File: config.mk
export PLATFORM = sky130hd
export DESIGN_NAME = bc_skid_buf
export DESIGN_NICKNAME = d
export VERILOG_FILES = /design/src/rtl/bc_skid_buf_pkg.sv /design/src/rtl/bc_skid_buf_dff.sv /design/src/rtl/bc_skid_buf.sv
export SDC_FILE = /design/constraint.sdc
export NUM_CORES = 1
export LEC_CHECK = 0
export CELL_PAD_IN_SITES_DETAIL_PLACEMENT = 1
export CELL_PAD_IN_SITES_GLOBAL_PLACEMENT = 1
export CORE_UTILIZATION = 35
export DETAILED_ROUTE_END_ITERATION = 7
export PLACE_DENSITY = 0.86
export SYNTH_ARGS = -nofsm -noshare
export SYNTH_HDL_FRONTEND = slang
export SYNTH_SLANG_ARGS = --single-unit
File: constraint.sdc
create_clock -name clk -period 2.1 [get_ports clk]
set_input_delay 0.315 -clock clk [delete_from_list [all_inputs] [get_ports clk]]
set_output_delay 0.315 -clock clk [all_outputs]
set_load 0.01 [all_outputs]
File: src/rtl/bc_skid_buf_pkg.sv
// ZionBasicCircuitLib -- shared types for the basic-circuit library.
//   skidState_e : occupancy state of a 2-entry skid buffer (EMPTY/ONE/FULL)
//   skidCnt_t   : 2-bit occupancy count, 0..2
//   stateCnt()  : maps a skid state onto its occupancy count
package ZionBasicCircuitLib;

  typedef enum logic [1:0] {
    EMPTY = 2'd0,
    ONE   = 2'd1,
    FULL  = 2'd2
  } skidState_e;

  typedef logic [1:0] skidCnt_t;

  function automatic skidCnt_t stateCnt(input skidState_e s);
    case (s)
      ONE:     return 2'd1;
      FULL:    return 2'd2;
      default: return 2'd0;
    endcase
  endfunction

endpackage

File: src/rtl/bc_skid_buf_dff.sv
// BcEnRspDff -- enable register with a parameterised reset value.
//   clk  : clock, rising edge
//   rst  : asynchronous active-high reset, loads RST_VAL
//   en   : load enable
//   d    : data in
//   q    : registered data out
module BcEnRspDff #(
  parameter int              WIDTH   = 32,
  parameter logic [WIDTH-1:0] RST_VAL = '0
) (
  input  logic             clk,
  input  logic             rst,
  input  logic             en,
  input  logic [WIDTH-1:0] d,
  output logic [WIDTH-1:0] q
);

  always_ff @(posedge clk or posedge rst) begin
    if (rst)     q <= RST_VAL;
    else if (en) q <= d;
  end

endmodule

File: src/rtl/bc_skid_buf.sv
// bc_skid_buf -- 2-entry skid buffer with fully registered outputs.
//   MAIN drives oDat; SKID catches the one word accepted while the
//   downstream side is stalled. All handshake outputs are registers, so
//   there is no combinational path from iVld/iDat/iRdy to any output.
// Ports:
//   clk, rst      : clock, asynchronous active-high reset
//   iVld/oRdy/iDat: upstream handshake and payload
//   oVld/iRdy/oDat: downstream handshake and payload
//   oCnt          : occupancy 0..2
module bc_skid_buf
  import ZionBasicCircuitLib::*;
#(
  parameter int               WIDTH    = 32,
  parameter logic [WIDTH-1:0] INI_DATA = WIDTH'(1)
) (
  input  logic             clk,
  input  logic             rst,
  input  logic             iVld,
  output logic             oRdy,
  input  logic [WIDTH-1:0] iDat,
  output logic             oVld,
  input  logic             iRdy,
  output logic [WIDTH-1:0] oDat,
  output skidCnt_t         oCnt
);

  skidState_e       state, stateNxt;
  logic             upXfer, dnXfer;
  logic             mainEn, skidEn;
  logic [WIDTH-1:0] mainD, skidD, mainQ, skidQ;

  assign upXfer = iVld && oRdy;
  assign dnXfer = oVld && iRdy;

  // Next state plus register enables/data for MAIN and SKID.
  always_comb begin
    stateNxt = state;
    mainEn   = 1'b0;
    mainD    = iDat;
    skidEn   = 1'b0;
    skidD    = iDat;
    case (state)
      EMPTY: begin
        if (upXfer) begin
          stateNxt = ONE;
          mainEn   = 1'b1;
        end
      end
      ONE: begin
        case ({upXfer, dnXfer})
          2'b10: begin
            stateNxt = FULL;
            skidEn   = 1'b1;
          end
          2'b01: begin
            stateNxt = EMPTY;
            mainEn   = 1'b1;
            mainD    = INI_DATA;
          end
          2'b11: begin
            // pop and push together: new word goes straight into MAIN
            mainEn = 1'b1;
          end
          default: ;
        endcase
      end
      FULL: begin
        // oRdy is low here, so only the downstream side can move
        if (dnXfer) begin
          stateNxt = ONE;
          mainEn   = 1'b1;
          mainD    = skidQ;
          skidEn   = 1'b1;
          skidD    = INI_DATA;
        end
      end
      default: stateNxt = EMPTY;
    endcase
  end

  // Outputs are registered from the next state, so they track state exactly
  // while staying free of input-to-output paths. oRdy comes out of reset low
  // and rises on the first edge after release.
  always_ff @(posedge clk or posedge rst) begin
    if (rst) begin
      state <= EMPTY;
      oRdy  <= 1'b0;
      oVld  <= 1'b0;
      oCnt  <= 2'd0;
    end else begin
      state <= stateNxt;
      oRdy  <= (stateNxt != FULL);
      oVld  <= (stateNxt != EMPTY);
      oCnt  <= stateCnt(stateNxt);
    end
  end

  BcEnRspDff #(.WIDTH(WIDTH), .RST_VAL(INI_DATA)) uMain (
    .clk (clk),
    .rst (rst),
    .en  (mainEn),
    .d   (mainD),
    .q   (mainQ)
  );

  BcEnRspDff #(.WIDTH(WIDTH), .RST_VAL(INI_DATA)) uSkid (
    .clk (clk),
    .rst (rst),
    .en  (skidEn),
    .d   (skidD),
    .q   (skidQ)
  );

  assign oDat = mainQ;

endmodule

Yosys cells after proc, flatten, opt, wreduce, memory -nomap -nowiden. Index checks and enable logic that the tools add are counted. W data, S select, Z words.

Multiplexer cells: 16. Equal/unequal tests: 8. Reduce and logical (&&, ||, !) cells: 5.

Operator list (count): $mux W32 (4); $pmux W32 S2 (1); $eq A2 B2 Y1 const B (4); $pmux W2 S2 (2); $eq A2 B1 Y1 const B (3); $pmux W2 S3 (1); $mux W1 (4); $mux W2 (2); $pmux W1 S3 (1); $logic_and A1 B1 Y1 (2); $logic_not A2 Y1 (1); $ne A2 B2 Y1 const B (1); $pmux W1 S2 (1); $reduce_bool A2 Y1 (1); $reduce_or A2 Y1 (1).

Output and inout bits: 36. Bits in registers: 70. Logic and storage cells: 35. Input bits: 36.

Logic depth before layout (Yosys ltp). Gate-level depths: netlist of the first run.

Depth in word-level cells: 6. Mapped depth: 9. Gate-level depth less buffers: 7.

Modules after synthesis. A second synthesis of the first run with hierarchy kept.

Cells, all modules: 302. Area, all modules: 3761.1 um^2.

Modules (own cells, without submodules): BcEnRspDff (instances 2, cells an instance 69, area each 1350.0 um^2, sequential area each 802.0 um^2); bc_skid_buf (instances 1, cells an instance 164, area each 1061.0 um^2, sequential area each 150.1 um^2).

Least setup slack after synthesis of the first run. OpenSTA, ideal clock, no wires.

Path type: flip-flop to flip-flop. Start: register state[1]. End: register uMain.q[11]. Data arrival time: 1.714 ns. Period minus slack after synthesis: 1.838 ns. Setup slack: 0.262 ns. Data required time: 1.976 ns. Stages on the path, launching flop included: 8. Path buffers: 1. Setup time: 0.124 ns. Cells stage by stage: dfrtp_1 > inv_1 > ha_1 > or2_1 > a221o_1 > buf_6 > a221oi_2 > nor2_1.

Cells in the longest elaborated chain, start to end: 2. Elaborated cells between the ends (all ways): 5. Classes of those cells: eq/ne (2); mux (2); reduce/logical (1).

RTL lines: start, declared (line bc_skid_buf.sv:27) `skidState_e state, stateNxt;`; start signal, assigned (line bc_skid_buf.sv:91) `state <= stateNxt;`; $eq A2 B2 Y1 (tied with other cells) (line bc_skid_buf.sv:42) `case (state)`; $pmux W1 S3 / $pmux W32 S2 (equally long branches) (line bc_skid_buf.sv:42); end signal, assigned (line bc_skid_buf_dff.sv:19) `if (rst) q <= RST_VAL;`; end signal, assigned (line bc_skid_buf_dff.sv:20) `else if (en) q <= d;`; end, declared (line bc_skid_buf_dff.sv:15) `output logic [WIDTH-1:0] q`.

Several ways; a longest one is shown, not always the timed one. A chain may end at the register's enable or synchronous reset.

Final worst setup path of the first run.
Start: register state[0]. End: register uMain.q[8].

Same word-level chain as after synthesis.

==> impl_metrics.json, run 1 <==
{
  "outcome": "completed",
  "design.portCount": 72,
  "clock_sink_count": 70,
  "synthToLayoutAreaGrowth_pct": 35.9,
  "initial_core_util": 0.360,
  "routed-wl-met2_mm": 4.14,
  "num_rows": 34,
  "worstSetupStartpointType": "flip-flop",
  "p_per_area_nw_per_um2": 1570,
  "yosys_register_bits": 70,
  "grt_overflow_total": 0,
  "dpl_cell_area_um2": 4090,
  "worstPathMaxFanout": 15,
  "critPathBufInv": 2,
  "maximum_number_of_pins_on_one_net_before_global_route_repair": 71,
  "slowest_delay_ns": 0.39,
  "synthesized_net_count": 308,
  "routed_wire_length_on_met3_um": 277,
  "layout_worst_path_cycle_share": 0.951,
  "gr-usage-all-layers": 0.190,
  "wirelength_met1_mm": 3.88,
  "cts_resized": 0,
  "synthesis.area_um2": 3140,
  "relSlewSlack": 0.733,
  "postSynth.asyncResetShare": 1.00,
  "area.sequential_um2": 1750,
  "drt_first_pass_iters": 4,
  "h-tree-depth": 3,
  "die_x_um": 96.7,
  "hold_violation_total_from_the_final_report": 0,
  "finalWeightedCongestion": 0.858,
  "synth_area_leaders": "sky130_fd_sc_hd__dfrtp_1 (54%), sky130_fd_sc_hd__a221oi_2 (12%), sky130_fd_sc_hd__a22o_1 (8.1%)",
  "top_layer_used": "met4",
  "design.final.nets": 390,
  "fin_total_pwr_mw": 6.69,
  "detail_route.drc_violations": 0,
  "die_height_um": 96.7,
  "final.setup.worst_slack_ns": 0.103,
  "synth.distinct_cells": 33,
  "area_used_by_multi_input_combinational_logic_um2": 1260,
  "crit_path_cell_chain": "inv_1 -> ha_1 -> or2_1 -> a221o_2 -> buf_12 -> a221oi_2 -> nor2_1",
  "pre_cts_ws_ns": -0.109,
  "clk_transition_reported_paths_ns": 0.08,
  "worst_slew_pin_slew_ns": 0.401,
  "rsz_0062_raised_after_global_routing": "true",
  "postcts_setup_bufs": 0,
  "cts_tree": "done",
  "finalClockSkew_ns": 0.00867,
  "post_synth_most_frequent_cells": "sky130_fd_sc_hd__dfrtp_1 (68), sky130_fd_sc_hd__nor2_1 (55), sky130_fd_sc_hd__a22o_1 (29), sky130_fd_sc_hd__a221oi_2 (25), sky130_fd_sc_hd__nand2_1 (13)",
  "hold_buffers_post_cts": 0,
  "viasPerCell": 5.37,
  "syn-instance-count": 267,
  "drt-total-wl_mm": 8.39,
  "layout-drive-gt1-share": 0.198,
  "wire_length_of_the_first_global_routing_pass_mm": 14.1,
  "route.vias.total": 2477,
  "critical_path.slowest_cell": "sky130_fd_sc_hd__dfrtp_1",
  "fin_area_um2": 4270,
  "fillerInstances": 937,
  "cp-end-kind": "flip-flop",
  "cts_made_buffers": 9,
  "post-synth-top-area-fraction": 0.542,
  "drt_iter0_markers": 95,
  "post-dp-hpwl_mm": 5.63,
  "clockBufferDepth": 2,
  "synth_sequential_area_ratio": 0.559,
  "core_region_area_um2": 8720,
  "timing.final.setup_violations": 0,
  "warnings_from_yosys": 0,
  "synth_area_per_cell_um2": 11.8,
  "insertion_delay_ns": 0.34,
  "dp_cells": 446,
  "clock_tree.root_cell": "sky130_fd_sc_hd__clkbuf_8",
  "number_of_maximum_capacitance_constraint_violations": 0,
  "number_of_routed_nets_with_antenna_violations": 0,
  "first_global_vias": 2720,
  "finalCriticalPeriod_ns": 2.00,
  "synth_enable_flop_cells": 0,
  "worst_hold_path_type": "primary input to async pin",
  "antenna_violations_before_repair": 0,
  "yosys.area.top_type": "sky130_fd_sc_hd__dfrtp_1",
  "required_ns": 2.32,
  "timing_worst_setup_path_type": "flip-flop to flip-flop",
  "io_buffers": 71,
  "timing_max_transition_violations_final": 0,
  "cp.arrival_ns": 2.22,
  "instances_no_fill": 461,
  "critPathTopFamily": "compound AO/OA/AOI/OAI gates",
  "leakage_power_summed_over_all_cells_nw": 1.87,
  "maxClockFrequency_mhz": 501,
  "post_drt_wl_per_cell_um": 18.2,
  "floorplan.die_area_um2": 9350,
  "yosys_most_used_dff": "sky130_fd_sc_hd__dfrtp_1",
  "diodes": 0,
  "finish.utilization": 0.489,
  "peakVddDrop_v": 0.000625,
  "synth_most_common_cell": "sky130_fd_sc_hd__dfrtp_1"
}
==> worst paths after layout <==
path	start	end	slack (ns)	cells after the start
max in group asynchronous	rst	uMain.q[0]	1.37	3
worst min register to register	uSkid.q[0]	uSkid.q[0]	0.48	2
worst max register to register	state[0]	uMain.q[8]	0.10	7
worst min-delay path	rst	uMain.q[14]	0.34	3
worst max-delay path	state[0]	uMain.q[8]	0.10	7
min in group clk	uSkid.q[0]	uSkid.q[0]	0.48	2
==> logic make-up (layout without fill, tap and decap cells) <==
| group | after synthesis | count (layout) | share of synthesized area |
|---|---|---|---|
| compound gates | 88 | 88 | 0.273 |
| fa+ha+maj | 5 | 5 | 0.0199 |
| flops | 70 | 70 | 0.559 |
| simple gates | 77 | 77 | 0.0993 |
| buf+inv | 27 | 113 | 0.0490 |
==> worst min-delay path, stage by stage <==
cell	delay, ns
sky130_fd_sc_hd__clkdlybuf4s50_1	0.42
sky130_fd_sc_hd__inv_2	0.07
sky130_fd_sc_hd__buf_12	0.29
==> flip-flops by register name (all words and copies together), names as in the netlist <==
register / cells
oCnt: 2
oRdy: 1
oVld: 1
state: 2
uMain.q: 32
uSkid.q: 32
==> power by group <==
| group | switching, mW | internal, mW |
|---|---|---|
| sequential | 0.428 | 2.01 |
| clock | 0.504 | 0.456 |
| combinational | 1.64 | 1.66 |
==> cells in the final DEF, fill, tap and decap left out, types with 7 or more instances in the layout <==
cell and n:
sky130_fd_sc_hd__buf_4 14, sky130_fd_sc_hd__a22o_1 29, sky130_fd_sc_hd__clkdlybuf4s50_1 71, sky130_fd_sc_hd__a21oi_1 11, sky130_fd_sc_hd__clkbuf_8 10, sky130_fd_sc_hd__dfrtp_1 68
sky130_fd_sc_hd__a221oi_2 26, sky130_fd_sc_hd__nor2_1 54, sky130_fd_sc_hd__o31ai_1 7, sky130_fd_sc_hd__nand2_1 13
==> area by class of cell <==
class                           count  share of cell area
Sequential cell                    70               0.411
Multi-Input combinational cell    170               0.295
Timing Repair Buffer               91               0.217
Clock buffer                       12              0.0340
Tap cell                          108              0.0317
Inverter                            7             0.00616
Clock inverter                      3             0.00499
==> metal layers <==
layer / track usage / up-vias
met3: 0.0448 / 13
met5: 0 / -
met2: 0.302 / 54
li1: - / 1141
met1: 0.258 / 1269
met4: 0.0586 / 0
==> stage by stage <==
step / hold WS, ns / setup TNS, ns
2_1_floorplan: 0.425 / 0
3_3_place_gp: 0.465 / -0.00320
3_5_place_dp: 0.475 / -0.363
4_1_cts: 0.382 / 0
5_1_grt: 0.408 / -0.00142
6_report: 0.344 / 0
Note: power is estimated with default switching activity, not from simulation.
==> run 2: changes to the inputs <==
--- a/config.mk
+++ b/config.mk
@@ -10,6 +10,7 @@
 export CORE_UTILIZATION = 35
 export DETAILED_ROUTE_END_ITERATION = 7
 export PLACE_DENSITY = 0.86
+export SETUP_SLACK_MARGIN = 0.4
 export SYNTH_ARGS = -nofsm -noshare
 export SYNTH_HDL_FRONTEND = slang
 export SYNTH_SLANG_ARGS = --single-unit
==> impl_metrics.json, run 2 (same netlist as run 1, synthesis figures left out) <==
{
  "setup-tns-final_ns": 0,
  "dpl_cell_area_um2": 4090,
  "finalCriticalPeriod_ns": 2.05,
  "antenna_violations_before_repair": 0,
  "detail_route.drc_violations": 0,
  "floorplan.die_area_um2": 9350,
  "highest_count_cells_in_the_layout_ignoring_fill_and_taps": "sky130_fd_sc_hd__clkdlybuf4s50_1 (69), sky130_fd_sc_hd__dfrtp_1 (66), sky130_fd_sc_hd__nor2_1 (52)",
  "switching_share": 0.401,
  "first_global_vias": 2889,
  "gr-usage-all-layers": 0.208,
  "finalWeightedCongestion": 0.783,
  "rsz_0062_raised_after_global_routing": "true",
  "die_x_um": 96.7,
  "route.vias.total": 2718,
  "leakage_power_summed_over_all_cells_nw": 2.10,
  "cts_made_buffers": 9,
  "drt_first_pass_iters": 4,
  "design.final.nets": 419,
  "rr_startpoint": "state[1]",
  "p_clk_frac": 0.140,
  "fin_area_um2": 4910,
  "peakVddDrop_v": 0.000541,
  "insertion_delay_ns": 0.35,
  "largest_registers": "uMain.q: 32 flops, uSkid.q: 32 flops",
  "cts_tree": "done",
  "finish.utilization": 0.563,
  "outcome": "completed",
  "worst_hold_path_type": "primary input to async pin",
  "reg2reg_to": "uMain.q[3]",
  "grt_overflow_total": 0,
  "post_drt_wl_per_cell_um": 21.8,
  "viasPerCell": 5.54,
  "worstSetupStartpointType": "flip-flop",
  "fillerInstances": 871,
  "top_layer_used": "met4",
  "worst_slew_pin_slew_ns": 0.402,
  "dp_cells": 447,
  "timing_max_transition_violations_final": 0,
  "number_of_maximum_capacitance_constraint_violations": 0,
  "wire_length_of_the_first_global_routing_pass_mm": 15.4,
  "intPower_mw": 4.77,
  "drt_iter0_markers": 129,
  "wirelength_met1_mm": 4.52,
  "clock_tree.root_cell": "sky130_fd_sc_hd__clkbuf_8",
  "layout_worst_path_cycle_share": 0.975,
  "maxClockFrequency_mhz": 488,
  "timing_worst_setup_path_type": "flip-flop to flip-flop",
  "initial_core_util": 0.360,
  "post-dp-hpwl_mm": 5.93,
  "core_region_area_um2": 8720,
  "worstPathMaxFanout": 14,
  "diodes": 0,
  "cp.arrival_ns": 2.27,
  "instances_no_fill": 491,
  "relSlewSlack": 0.730,
  "drt-total-wl_mm": 10.7,
  "cp-end-kind": "flip-flop",
  "io_buffers": 71,
  "num_rows": 34,
  "p_per_area_nw_per_um2": 1620,
  "maximum_number_of_pins_on_one_net_before_global_route_repair": 71,
  "routed-wl-met2_mm": 5.68,
  "routed_wire_length_on_met3_um": 319,
  "die_height_um": 96.7,
  "layout-drive-gt1-share": 0.342,
  "number_of_routed_nets_with_antenna_violations": 0,
  "worst-r2r-cell-count": 8,
  "synthToLayoutAreaGrowth_pct": 56.5,
  "clock_sink_count": 70,
  "timing.final.setup_violations": 0,
  "netSwitchingPower_mw": 3.19,
  "clk_transition_reported_paths_ns": 0.09,
  "h-tree-depth": 3,
  "ff2ff_setup_slack_ns": 0.05,
  "required_ns": 2.32,
  "power_frac_comb": 0.544,
  "share_seq_of_total_power": 0.316,
  "mostFrequentLayoutCell": "sky130_fd_sc_hd__clkdlybuf4s50_1",
  "finalClockSkew_ns": 0.0121,
  "clockBufferDepth": 2,
  "design.portCount": 72,
  "hold_violation_total_from_the_final_report": 0
}
[run 2: worst max-delay path: stages, from the launching register on]
cell	delay (ns)
sky130_fd_sc_hd__dfrtp_2	0.44
sky130_fd_sc_hd__inv_2	0.07
sky130_fd_sc_hd__ha_2	0.18
sky130_fd_sc_hd__or2_1	0.21
sky130_fd_sc_hd__a221o_2	0.44
sky130_fd_sc_hd__buf_12	0.19
sky130_fd_sc_hd__buf_4	0.15
sky130_fd_sc_hd__a21oi_4	0.14
sky130_fd_sc_hd__o31ai_4	0.09
[run 2: power groups by stage]
stage	clock network [mW]	registers, mW	logic (mW)
5_1_grt	1.20	2.58	4.63
3_5_place_dp	0	2.46	3.26
2_1_floorplan	0	2.53	1.75
4_1_cts	1.12	2.45	3.58
3_3_place_gp	0	2.41	3.12
6_report	1.11	2.51	4.33
[run 2: how the worst max path moves through the flow]
stage	startpoint	endpoint	slack (ns)
detailed placement	iRdy	uMain.q[31]	-0.06
finish	state[1]	uMain.q[3]	0.05
global route	state[0]	uMain.q[23]	-0.02
CTS	state[0]	uMain.q[20]	0.11
global placement	iVld	oCnt[1]	0.02
floorplan	state[1]	uMain.q[11]	0.29
[run 2: timing repair]
item,4_1_cts,5_1_grt
buffers inserted,11,10
setup endpoints to repair,70,70
resized for setup,30,50
hold buffers,0,0
pin swaps,7,39
gates cloned,1,6
[run 2: cell type report]
cell class	instances	area [um2]	area share
clock buffer	9	124	0.0252
clock inverter	7	72.6	0.0148
inverter	7	30.0	0.00611
multi-input combinational	170	1530	0.311
sequential	70	1760	0.358
tap	108	135	0.0275
timing repair buffer	120	1270	0.258
[run 2: per-stage QoR]
step	power, mW	setup WS (ns)	hold slack [ns]
floorplan	4.29	0.285	0.425
global placement	5.53	0.0232	0.465
detailed placement	5.72	-0.0631	0.468
CTS	7.16	0.108	0.428
global route	8.41	-0.0194	0.413
finish	7.96	0.0516	0.393
[run 2: layer usage]
metal / vias to the layer above / GRT usage
li1: 1215 / -
met1: 1420 / 0.262
met2: 66 / 0.346
met3: 17 / 0.0506
met4: 0 / 0.0792
met5: - / 0
